===== src/rtl/parity_pkg.sv =====
// Shared definitions for the packet parity source and tester: response codes,
// source FSM encoding and the LFSR feedback taps.
package parity_pkg;

    localparam logic [7:0] RESP_ODD      = 8'hFF;
    localparam logic [7:0] RESP_EVEN     = 8'hAB;
    // Taps d7,d5,d4,d3 for x^8+x^6+x^5+x^4+1
    localparam logic [7:0] LFSR_TAP_MASK = 8'hB8;

    typedef enum logic [2:0] {
        ST_IDLE      = 3'd0,
        ST_SEND      = 3'd1,
        ST_WAIT_RESP = 3'd2,
        ST_DRAIN     = 3'd3,
        ST_GAP       = 3'd4
    } state_t;

    function automatic logic [15:0] sat_inc16(input logic [15:0] value);
        return (value == 16'hFFFF) ? value : value + 16'd1;
    endfunction

endpackage


===== src/rtl/parity_lfsr8.sv =====
// 8-bit Fibonacci LFSR (shift left, feedback into bit 0) that advances only
// when enabled; an all-zero seed is replaced so the register never locks up.
module parity_lfsr8
    import parity_pkg::*;
#(
    parameter logic [7:0] SEED = 8'hA5
) (
    input  logic       in_clock,
    input  logic       in_reset_n,
    input  logic       in_advance,
    output logic [7:0] out_value
);

    localparam logic [7:0] LOAD_VALUE = (SEED == 8'h00) ? 8'h01 : SEED;

    logic [7:0] lfsr_q;
    logic [7:0] lfsr_d;

    always_comb begin
        lfsr_d = {lfsr_q[6:0], ^(lfsr_q & LFSR_TAP_MASK)};
    end

    always_ff @(posedge in_clock or negedge in_reset_n) begin
        if (!in_reset_n) begin
            lfsr_q <= LOAD_VALUE;
        end else if (in_advance) begin
            lfsr_q <= lfsr_d;
        end
    end

    assign out_value = lfsr_q;

endmodule


===== src/rtl/parity_packet_source.sv =====
// Closed-loop stimulus source: emits LFSR byte packets, tracks their XOR
// parity and scores the first beat of each response against the expected code.
module parity_packet_source
    import parity_pkg::*;
#(
    parameter logic [7:0]  LFSR_SEED    = 8'hA5,
    parameter int unsigned GAP_CYCLES   = 2,
    parameter int unsigned RESP_TIMEOUT = 64
) (
    input  logic        in_clock,
    input  logic        in_reset_n,
    input  logic        in_start,
    input  logic [7:0]  in_pkt_len,
    // Both streams: a beat transfers on a rising edge where tvalid & tready;
    // a raised tvalid holds tdata/tlast stable until that transfer.
    output logic        axis_m_tvalid,
    output logic [7:0]  axis_m_tdata,
    input  logic        axis_m_tready,
    output logic        axis_m_tlast,
    input  logic        axis_s_tvalid,
    input  logic [7:0]  axis_s_tdata,
    output logic        axis_s_tready,
    input  logic        axis_s_tlast,
    output logic        out_busy,
    output logic        out_done,
    output logic [15:0] out_pass_count,
    output logic [15:0] out_fail_count,
    output logic [2:0]  out_dbg_state
);

    localparam logic [15:0] TMO_LAST = (RESP_TIMEOUT <= 1) ? 16'd0 : 16'(RESP_TIMEOUT - 1);
    localparam logic [7:0]  GAP_LAST = (GAP_CYCLES <= 1)   ? 8'd0  : 8'(GAP_CYCLES - 1);

    state_t      state_q;
    logic [7:0]  len_q;
    logic [7:0]  cnt_q;
    logic        parity_q;
    logic [15:0] tmo_q;
    logic [7:0]  gap_q;
    logic        m_tvalid_q;
    logic        m_tlast_q;
    logic        s_tready_q;
    logic        busy_q;
    logic        done_q;
    logic [15:0] pass_q;
    logic [15:0] fail_q;

    logic        m_hs;
    logic        s_hs;
    logic [7:0]  lfsr_value;
    logic        parity_d;
    logic [7:0]  cnt_d;
    logic [7:0]  len_d;
    logic [7:0]  expect_code;

    assign m_hs = m_tvalid_q & axis_m_tready;
    assign s_hs = axis_s_tvalid & s_tready_q;

    parity_lfsr8 #(
        .SEED (LFSR_SEED)
    ) u_lfsr (
        .in_clock   (in_clock),
        .in_reset_n (in_reset_n),
        .in_advance (m_hs),
        .out_value  (lfsr_value)
    );

    always_comb begin
        parity_d    = parity_q ^ (^lfsr_value);
        cnt_d       = cnt_q + 8'd1;
        len_d       = (in_pkt_len == 8'd0) ? 8'd1 : in_pkt_len;
        expect_code = parity_q ? RESP_ODD : RESP_EVEN;
    end

    always_ff @(posedge in_clock or negedge in_reset_n) begin
        if (!in_reset_n) begin
            state_q    <= ST_IDLE;
            len_q      <= 8'd0;
            cnt_q      <= 8'd0;
            parity_q   <= 1'b0;
            tmo_q      <= 16'd0;
            gap_q      <= 8'd0;
            m_tvalid_q <= 1'b0;
            m_tlast_q  <= 1'b0;
            s_tready_q <= 1'b0;
            busy_q     <= 1'b0;
            done_q     <= 1'b0;
            pass_q     <= 16'd0;
            fail_q     <= 16'd0;
        end else begin
            done_q <= 1'b0;
            case (state_q)
                ST_IDLE: begin
                    if (in_start) begin
                        len_q      <= len_d;
                        cnt_q      <= 8'd0;
                        parity_q   <= 1'b0;
                        m_tvalid_q <= 1'b1;
                        m_tlast_q  <= (len_d == 8'd1);
                        busy_q     <= 1'b1;
                        state_q    <= ST_SEND;
                    end
                end
                ST_SEND: begin
                    if (m_hs) begin
                        parity_q <= parity_d;
                        cnt_q    <= cnt_d;
                        if (m_tlast_q) begin
                            m_tvalid_q <= 1'b0;
                            m_tlast_q  <= 1'b0;
                            tmo_q      <= 16'd0;
                            s_tready_q <= 1'b1;
                            state_q    <= ST_WAIT_RESP;
                        end else begin
                            // tlast is registered, so look one byte ahead
                            m_tlast_q <= (cnt_d == len_q - 8'd1);
                        end
                    end
                end
                ST_WAIT_RESP: begin
                    if (s_hs) begin
                        if (axis_s_tdata == expect_code) begin
                            pass_q <= sat_inc16(pass_q);
                        end else begin
                            fail_q <= sat_inc16(fail_q);
                        end
                        if (axis_s_tlast) begin
                            s_tready_q <= 1'b0;
                            gap_q      <= 8'd0;
                            state_q    <= ST_GAP;
                        end else begin
                            state_q <= ST_DRAIN;
                        end
                    end else if (tmo_q == TMO_LAST) begin
                        fail_q     <= sat_inc16(fail_q);
                        s_tready_q <= 1'b0;
                        gap_q      <= 8'd0;
                        state_q    <= ST_GAP;
                    end else begin
                        tmo_q <= tmo_q + 16'd1;
                    end
                end
                ST_DRAIN: begin
                    if (s_hs && axis_s_tlast) begin
                        s_tready_q <= 1'b0;
                        gap_q      <= 8'd0;
                        state_q    <= ST_GAP;
                    end
                end
                ST_GAP: begin
                    if (gap_q == GAP_LAST) begin
                        busy_q  <= 1'b0;
                        done_q  <= 1'b1;
                        state_q <= ST_IDLE;
                    end else begin
                        gap_q <= gap_q + 8'd1;
                    end
                end
                default: begin
                    m_tvalid_q <= 1'b0;
                    m_tlast_q  <= 1'b0;
                    s_tready_q <= 1'b0;
                    busy_q     <= 1'b0;
                    state_q    <= ST_IDLE;
                end
            endcase
        end
    end

    assign axis_m_tvalid  = m_tvalid_q;
    assign axis_m_tdata   = m_tvalid_q ? lfsr_value : 8'h00;
    assign axis_m_tlast   = m_tlast_q;
    assign axis_s_tready  = s_tready_q;
    assign out_busy       = busy_q;
    assign out_done       = done_q;
    assign out_pass_count = pass_q;
    assign out_fail_count = fail_q;
    assign out_dbg_state  = state_q;

endmodule


===== config.mk =====
export PLATFORM = sky130hd
export DESIGN_NAME = parity_packet_source
export DESIGN_NICKNAME = d
export VERILOG_FILES = /design/src/rtl/parity_pkg.sv /design/src/rtl/parity_lfsr8.sv /design/src/rtl/parity_packet_source.sv
export SDC_FILE = /design/constraint.sdc
export NUM_CORES = 1
export LEC_CHECK = 0
export CAP_MARGIN = 0
export CORE_MARGIN = 3
export CORE_UTILIZATION = 28
export DETAILED_ROUTE_END_ITERATION = 8
export PLACE_DENSITY = 0.56
export SYNTH_ARGS = -nofsm -noshare
export SYNTH_HDL_FRONTEND = slang
export SYNTH_SLANG_ARGS = --single-unit

===== constraint.sdc =====
create_clock -name in_clock -period 2 [get_ports in_clock]
set_input_delay 0.2 -clock in_clock [delete_from_list [all_inputs] [get_ports in_clock]]
set_output_delay 0.2 -clock in_clock [all_outputs]
set_load 0.02 [all_outputs]

==> impl_metrics.py <==
metrics = {
    "outcome": {
        "outcome": "complete, but fails checks",
        "violations": "negative setup slack",
    },
    "placement": {
        "port_buffers": 69,
        "pre_cts_slack_ns": -0.3861,
        "place.gp.congestion": 0.8182,
        "dpl.hpwl_um": 9385,
    },
    "routing": {
        "antenna_left": 0,
        "post_drt_via_cell_ratio": 4.863,
        "wl_per_cell_um": 14.98,
        "drc": 0,
        "routed_wl_um": 12720,
        "drtIter0Drc": 132,
        "dr.pass1.iters": 4,
        "vias": 4129,
    },
    "power": {
        "pwr_density_cell_nw_per_um2": 857.5,
        "power_leakage_nw": 3.060,
        "power_mw": 5.935,
        "irDropWorstVdd_mv": 0.4344,
    },
    "clock_tree": {
        "cts_buffers": 9,
        "cts_max_path_buffers": 2,
        "clk_pin_slew_ns": 0.07,
        "htree_levels": 3,
        "insertion_delay_ns": 0.34,
        "clkSinkCount": 89,
        "cts_tree": "yes",
        "clock-root-buffer": "clkbuf_16",
    },
    "synthesis": {
        "syn_nets": 506,
        "synth_area_per_cell_um2": 10.10,
        "syn-instance-count": 477,
        "synth-main-ff-cell": "dfrtp_1",
        "synth.area.top_cells": "dfrtp_1 (44%), xnor2_1 (6.2%), xor2_1 (5.1%)",
        "yosysWarnings": 0,
        "synth_top_area_cell": "dfrtp_1",
        "yosys_register_bits": 89,
        "syn_area_um2": 4818,
        "synth-seq-area-share_pct": 46.33,
        "synth-edff-count": 0,
        "netlist.area_leader.share_pct": 44.14,
        "ys_types": 59,
        "synthArstFlopShare_pct": 100.0,
    },
    "worst_setup_path": {
        "end_kind": "register",
        "rr_worst_depth": 6,
        "crit_arrival_ns": 2.28,
        "crit_path_start_kind": "register",
        "reg2reg_to": "out_pass_count[13]",
        "critPathMaxFanout": 6,
        "crit_start": "parity_q",
        "critical_path_class": "register to register",
        "timing.rr.start": "parity_q",
        "r2r_slack_ns": -0.006,
        "cp-endpoint": "out_pass_count[13]",
        "critical_path_required_ns": 2.27,
    },
    "global_route": {
        "grt_antenna_before_repair": 0,
        "grt_pass1_wl_um": 20560,
        "grt_max_degree": 35,
        "grt_overflow_total": 0,
        "first_global_vias": 4143,
        "grt_usage_pct": 13.78,
    },
    "timing": {
        "skew_ns": 0.007955,
        "fmax_ghz": 0.4986,
        "finalHoldViolations": 0,
        "setup_slack_ns": -0.005576,
        "hold_slack_ns": 0.2780,
        "relSlewSlack_pct": 64.28,
        "finalCritPeriodShare_pct": 100.3,
        "slew_viol_final": 0,
        "min_period_ns": 2.006,
        "max_slew.worst_pin.slew_ns": 0.5338,
        "rsz0062_at_grt": "true",
        "setup_violations": 1,
    },
    "floorplan": {
        "die_x_um": 137.2,
        "die_h_um": 137.2,
        "row_count": 47,
        "io_pins": 70,
        "core-area_um2": 16700,
        "start_util_pct": 28.85,
        "die_area_um2": 18820,
    },
    "flow_run": {
        "maxCapViolations": 0,
    },
    "worst_hold_path": {
        "hold_class": "primary input to async pin",
    },
    "layout": {
        "drive_above_1_share_pct": 26.55,
        "fin_nets": 653,
        "antennaDiodeCount": 0,
        "syn_to_final_growth_pct": 43.65,
    },
}
==> layout by cell type (no fill, tap or decap), types with 8 or more instances in the layout <==
| cell | instances |
|---|---|
| clkbuf_16 | 9 |
| nand3_1 | 31 |
| dfrtp_1 | 83 |
| and2_1 | 13 |
| o21ai_0 | 14 |
| inv_1 | 12 |
| nand2_1 | 35 |
| nor2_1 | 26 |
| and3_1 | 20 |
| buf_4 | 76 |
| mux2_2 | 14 |
| nor3_1 | 15 |
| a21oi_1 | 10 |
| nor4_1 | 8 |
| nand4_1 | 9 |
| clkdlybuf4s50_1 | 68 |
| xor2_1 | 28 |
| xnor2_1 | 33 |
==> metrics by stage <==
stage	setup TNS, ns	std cells	utilization [%]	area, µm²
final	-0.005576	849	41.44	6922
after floorplan	-0.1532	477	-	4853
after global placement	-9.741	820	37.58	6276
after global routing	-1.989	849	41.44	6922
after CTS	-0.2164	839	39.84	6654
after detailed placement	-10.39	820	37.58	6276
==> area by class of cell <==
type | instances | area (µm²)
clock buffer | 13 | 270.3
fill | 1653 | 9779
timing repair buffer | 149 | 1324
inverter | 14 | 52.55
sequential | 89 | 2235
tap | 220 | 275.3
clock inverter | 3 | 47.55
multi-input combinational | 361 | 2718
==> synth_stat cells (all sizes together) (2+ instances only) <==
library cell,n
and3,21
clkbuf,9
dfstp,4
o311ai,2
ha,7
nor3,23
and2,15
nor2b,2
buf,4
xnor2,34
nand2b,6
a21oi,12
or4,10
o21a,2
nor2,26
or3,4
a211o,6
dfrtp,85
inv,14
and4,4
mux2,15
o21ai,17
nand4,10
o31ai,6
a21o,2
nor4,12
o211ai,3
or2,3
nand3,33
nand2,36
xor2,28
nor3b,3
o22ai,3
==> how the worst min path moves through the flow <==
stage	startpoint	end	slack (ns)	cells past startpoint
final	in_reset_n	tmo_q[2]	0.28	2
after global routing	in_reset_n	tmo_q[5]	0.30	2
after CTS	in_reset_n	tmo_q[6]	0.27	2
after detailed placement	in_reset_n	tmo_q[15]	0.10	1
after global placement	in_reset_n	cnt_q[3]	0.09	1
after floorplan	in_reset_n	axis_m_tlast	-0.1	0
==> flip-flops by register name, indices dropped and copies added, names as in the netlist <==
register and count:
out_pass_count 16, axis_s_tready 1, cnt_q 8, out_fail_count 16, out_dbg_state 3, out_done 1
parity_q 1, len_q 8, axis_m_tvalid 1, u_lfsr.out_value 8, axis_m_tlast 1, out_busy 1
gap_q 8, tmo_q 16
==> logic make-up (layout without fill, tap and decap cells) <==
group / after synthesis / in the layout / synth area share (%)
adder cells (fa/ha/maj): 7 / 7 / 1.818
XOR/XNOR: 62 / 62 / 11.27
buffers and inverters: 27 / 179 / 2.337
AND/OR/NAND/NOR: 213 / 213 / 24.98
multiplexers: 16 / 16 / 3.713
AO/OA/AOI/OAI: 63 / 63 / 9.556
flip-flops: 89 / 89 / 46.33
==> power breakdown <==
| group | switching [mW] | internal, mW |
|---|---|---|
| sequential | 0.165 | 1.99 |
| clock | 0.698 | 1.08 |
| combinational | 1.02 | 0.994 |
| total | 1.88 | 4.06 |
==> critical path, cell delays in order (launching register included) <==
cell and delay, ns:
dfrtp_1 0.40, or4_4 0.43, a2111oi_4 0.38, o311ai_4 0.22, buf_4 0.20, nor3_4 0.17, xnor2_1 0.13
==> metal layers <==
metal | vias to the layer above | wire (µm) | global-route usage, %
met2 | 55 | 6448 | 23.49
met1 | 2051 | 5793 | 17.84
li1 | 2010 | - | -
met3 | 13 | 272 | 2.009
met5 | - | 0 | 0
met4 | 0 | 201 | 4.933
==> what timing repair did <==
action                     CTS  global route
pin swaps                    2            19
hold endpoints to repair    14             0
setup endpoints to repair   29            44
resized for setup            9            40
hold buffers                 1             0
setup buffers                2            12
(Power assumes the default switching activity.)
==> edit 1 (config.mk and constraints unchanged) <==
Put one more register stage on the output `out_fail_count`, with the module's reset. The value now appears one clock later. The other outputs are not delayed to match.
--- a/src/rtl/parity_packet_source.sv
+++ b/src/rtl/parity_packet_source.sv
@@ -175,5 +175,11 @@
     assign out_done       = done_q;
     assign out_pass_count = pass_q;
-    assign out_fail_count = fail_q;
+    always_ff @(posedge in_clock or negedge in_reset_n) begin
+        if (!in_reset_n) begin
+            out_fail_count <= '0;
+        end else begin
+            out_fail_count <= fail_q;
+        end
+    end
     assign out_dbg_state  = state_q;
 
Formal check against the unedited RTL: not equivalent (Yosys sat finds a counterexample within 4 cycles, from zero or initial values and one cycle with in_reset_n low).
==> edit 1 against the original RTL <==
The flow still finishes with violations (negative setup slack). Highest routed layer unchanged. Non-clock buffer count rose by 5. Cell count increased by 6.8%. Worst setup slack worse by 0.067 ns. Sequential cell count increased by 16. First-iteration DRC count grew 93%. Critical endpoint is now fail_q[10]. Critical path depth unchanged. Final area grew 5.2%. Clock skew is 0.00074 ns lower. Power rose by 24%. Global-route usage is 0.62 points lower. Routed wire length increased by 1.9%. Synthesized area rose by 7.5%.
==> edit 1: results (changes against the original RTL) <==
** Cells and area
- Buffers, non-clock :: 154 (was 149)
- The proportion of cell area spent on the clock network is 0.0406 (was 0.0459).
- FILL cells :: 1734 (was 1653)
- The flip-flop and latch area came to 2640 sq um (was 2230 sq um).
- Share of final layout cell area taken by non-clock buffers :: 0.189 (was 0.191)
- Final Net Count :: 702 (was 653)
- Number of multi-input combinational cells in the layout :: 388 (was 361)
- Number of inverters outside the clock class in the layout :: 15 (was 14)

** Pwr
- Switching power total :: 0.00257 W (was 0.00188 W)
- Standby leakage power :: 3.12 nW (was 3.06 nW)
- The share of power burned in combinational logic came to 0.397 (was 0.339).

** Timing
- The total negative slack came to -0.171 ns (was -0.00558 ns).
- The setup slack of the critical path after layout was -0.0726 ns (was -0.00558 ns).
- Worst Hold Slack :: 0.409 ns (was 0.278 ns)
- Count of final setup violators :: 9 (was 1)

** Global routing
- The pin count of the biggest net entering global routing is 52 (was 35).
- Met3 track demand over resource :: 0.0239 (was 0.0201)

** Run status
- Run status :: complete, but fails checks (unchanged)
- Violations in the final reports :: negative setup slack (unchanged)

** Setup path
- The last element of the critical path is fail_q[10] (was out_pass_count[13]).

** Route
- DR iter-0 viols :: 255 (was 132)
- Met1 wire length :: 5850 um (was 5790 um)
- Detailed-routed wire length on met3 :: 407 um (was 272 um)
- First-pass iteration count of the detailed router :: 5 (was 4)

** Synthesis
- Top cells by area, synth: sky130_fd_sc_hd__dfrtp_1 (49%), sky130_fd_sc_hd__xnor2_1 (6.4%), sky130_fd_sc_hd__nand2_1 (4.6%), sky130_fd_sc_hd__xor2_1 (4.6%), sky130_fd_sc_hd__nor2_1 (3.7%) (was sky130_fd_sc_hd__dfrtp_1 (44%), sky130_fd_sc_hd__xnor2_1 (6.2%), sky130_fd_sc_hd__xor2_1 (5.1%), sky130_fd_sc_hd__mux2_2 (3.5%), sky130_fd_sc_hd__nand3_1 (3.4%)).
[edit 1: cell types whose count changed after synthesis, moves of 6 or more]
cell                      unedited run  this run
sky130_fd_sc_hd__dfrtp_1            85       101
sky130_fd_sc_hd__a211o_1             6         0
sky130_fd_sc_hd__mux2_2             15         8
sky130_fd_sc_hd__and3_1             21         5
sky130_fd_sc_hd__nor2_1             26        51
sky130_fd_sc_hd__nand2_1            36        64
[edit 1: worst max-delay path: stages, from the launching register on]
cell	delay, ns
sky130_fd_sc_hd__dfrtp_1	0.42
sky130_fd_sc_hd__nor4_4	0.32
sky130_fd_sc_hd__nand4_1	0.17
sky130_fd_sc_hd__a21o_4	0.26
sky130_fd_sc_hd__or3_4	0.44
sky130_fd_sc_hd__nor3_2	0.20
sky130_fd_sc_hd__xor2_1	0.18
[edit 1: repair_timing]
action	4_1_cts	5_1_grt
resized for setup	13	28
setup endpoints to repair	26	43
pin swaps	6	11
setup buffers	2	4
hold buffers	1	0
hold endpoints to repair	43	0
gates cloned	0	1
==> edit 2 (same settings) <==
Without the edit above. The parameter `RESP_TIMEOUT` goes from 64 to 48.
--- a/src/rtl/parity_packet_source.sv
+++ b/src/rtl/parity_packet_source.sv
@@ -6,5 +6,5 @@
     parameter logic [7:0]  LFSR_SEED    = 8'hA5,
     parameter int unsigned GAP_CYCLES   = 2,
-    parameter int unsigned RESP_TIMEOUT = 64
+    parameter int unsigned RESP_TIMEOUT = 48
 ) (
     input  logic        in_clock,
Formal check against the unedited RTL: no difference found for any inputs over 4 cycles, from zero or initial values and one cycle with in_reset_n low; that may be too few to reach the edited logic, so the function may still have changed.
==> edit 2 against the original RTL <==
The flow still finishes with violations (negative setup slack). Final area shrank 7.2%. Routed wire length shrank 7.6%. Worst setup slack lost 0.063 ns. Core utilization shrank 1.7 points. Sequential share of layout area grew 2.5 points. Critical endpoint is now out_pass_count[12]. Synthesized area shrank 2.3%. Via count shrank 5.1%. Synthesized cell count shrank 3.4%. Power shrank 8.5%. Sequential cell count is the same. Cell count shrank 6.0%. Non-clock buffer count shrank 30.
==> edit 2: results (changes against the original RTL) <==
** Synthesis
- Number of unique standard cell types used by synthesis :: 56 (was 59)
- Most common library cells after synthesis: sky130_fd_sc_hd__dfrtp_1 (85), sky130_fd_sc_hd__xnor2_1 (44), sky130_fd_sc_hd__nand2_1 (34) (was sky130_fd_sc_hd__dfrtp_1 (85), sky130_fd_sc_hd__nand2_1 (36), sky130_fd_sc_hd__xnor2_1 (34)).
- The proportion of synthesized flip-flops having asynchronous set or reset is 1.00 (unchanged).
- Top cells by area, synth: sky130_fd_sc_hd__dfrtp_1 (45%), sky130_fd_sc_hd__xnor2_1 (8.2%), sky130_fd_sc_hd__mux2_2 (3.6%), sky130_fd_sc_hd__xor2_1 (3.3%), sky130_fd_sc_hd__nand3_1 (3.3%) (was sky130_fd_sc_hd__dfrtp_1 (44%), sky130_fd_sc_hd__xnor2_1 (6.2%), sky130_fd_sc_hd__xor2_1 (5.1%), sky130_fd_sc_hd__mux2_2 (3.5%), sky130_fd_sc_hd__nand3_1 (3.4%)).
- Net count after synthesis :: 490 (was 506)
- Sequential area share after synthesis :: 0.474 (was 0.463)
- Yosys warning total :: 0 (unchanged)

** Cells and area
- Fraction of final layout cells with drive strength greater than 1 :: 0.191 (was 0.266)
- FILL cells :: 1579 (was 1653)
- Final Util :: 0.397 (was 0.414)
- Final Net Count :: 607 (was 653)

** Place
- The number of cells in the design after placement was 779 (was 820).
- The weighted congestion reported at the end of routability-driven placement is 0.835 (was 0.818).
- The half-perimeter wire length after detailed placement is 8670 um (was 9390 um).
- Minimum setup slack after placement :: -0.529 ns (was -0.386 ns)

** Global routing
- The number of global-route vias before repair is 3981 (was 4143).
- Maximum number of pins on one net before global-route repair :: 49 (was 35)
- The total global routing track utilization is 0.136 (was 0.138).
- Global-route wire length before repair :: 20100 um (was 20600 um)

** Setup path
- The maximum fanout along the worst path is 7 (was 6).
- The data arrival time at the worst-slack endpoint was 2.34 ns (was 2.28 ns).
- Top delay family on crit path :: compound AO/OA/AOI/OAI gates (was simple AND/OR/NAND/NOR gates)

** Run status
- Violations in the final reports: negative setup slack (unchanged).
- Run status :: complete, but fails checks (unchanged)

** Clock network
- Insertion delay of the later-clocked pin in the worst-skew pair :: 0.34 ns (about the same)
- The clock tree buffer depth is 2 (unchanged).
- After clock tree synthesis, the clock-pin slew on the worst setup and hold paths is 0.06 ns.

** Route
- The via total after detailed routing was 3920 (was 4129).
- The total wire length after detailed routing came to 11800 um (was 12700 um).
- The average detailed-routed wire length per instance is 14.7 um (was 15.0 um).
- DR iter-0 viols :: 181 (was 132)

** Timing
- Final critical-path setup slack :: -0.0683 ns (was -0.00558 ns)
- The max-slew headroom at the worst pin came to 0.580 (was 0.643).
- Total Neg Setup Slack :: -0.471 ns (was -0.00558 ns)
- The total setup violations reported at the end of the flow is 14 (was 1).
- Clock tree skew after final layout :: 0.00745 ns (was 0.00795 ns)

** Pwr
- Worst vdd rail ir drop :: 500 uV (was 434 uV)
- The switching share of power was 0.309 (was 0.316).
- The leakage power of the design came to 2.80 nW (was 3.06 nW).

** Hold path
- The class of the tightest hold or removal check is input pin to asynchronous set/reset pin (unchanged).
## edit 2: path summary, 6_finish.rpt
kind	slack [ns]	to	startpoint
max	-0.07	out_pass_count[12]	parity_q
min	0.42	len_q[4]	in_reset_n
max reg2reg	-0.07	out_pass_count[12]	parity_q
min reg2reg	0.49	out_fail_count[10]	out_fail_count[10]
max in group asynchronous	0.92	out_fail_count[0]	in_reset_n
min in group in_clock	0.47	len_q[1]	in_pkt_len[1]
## edit 2: logic make-up after synthesis
| logic type | synth area share |
|---|---|
| AND/OR/NAND/NOR | 0.234 |
| flip-flops | 0.474 |
| AO/OA/AOI/OAI | 0.0951 |
| XOR/XNOR | 0.115 |
| buffers and inverters | 0.0186 |
| multiplexers | 0.0444 |
| adder cells (fa/ha/maj) | 0.0186 |
## edit 2: power by group through the flow
stage / clock, W / combinational, W / sequential (W)
floorplan: 0 / 0.000891 / 0.00221
global placement: 0 / 0.00152 / 0.00217
detailed placement: 0 / 0.00156 / 0.00218
CTS: 0.00175 / 0.00159 / 0.00216
global route: 0.00183 / 0.00177 / 0.00219
finish: 0.00170 / 0.00158 / 0.00216
## edit 2: per-layer routing
layer	up-vias	global-route usage	wire, um
met3	11	0.0327	513
li1	1890	-	-
met2	65	0.221	5620
met5	-	0	0
met1	1954	0.181	5480
met4	0	0.0364	138
## edit 2: repair_timing
item	in CTS	in global routing
setup endpoints to repair	16	35
pin swaps	14	5
hold buffers	1	0
hold endpoints to repair	41	0
gates resized for setup	13	14
gates cloned	1	0
buffers inserted	3	0
## edit 2: final cells by class
cell class	instances	area share
clock buffer	10	0.0372
clock inverter	5	0.00877
timing repair buffer	119	0.170
tap	216	0.0421
inverter	8	0.00468
sequential	89	0.348
multi-input combinational	351	0.390
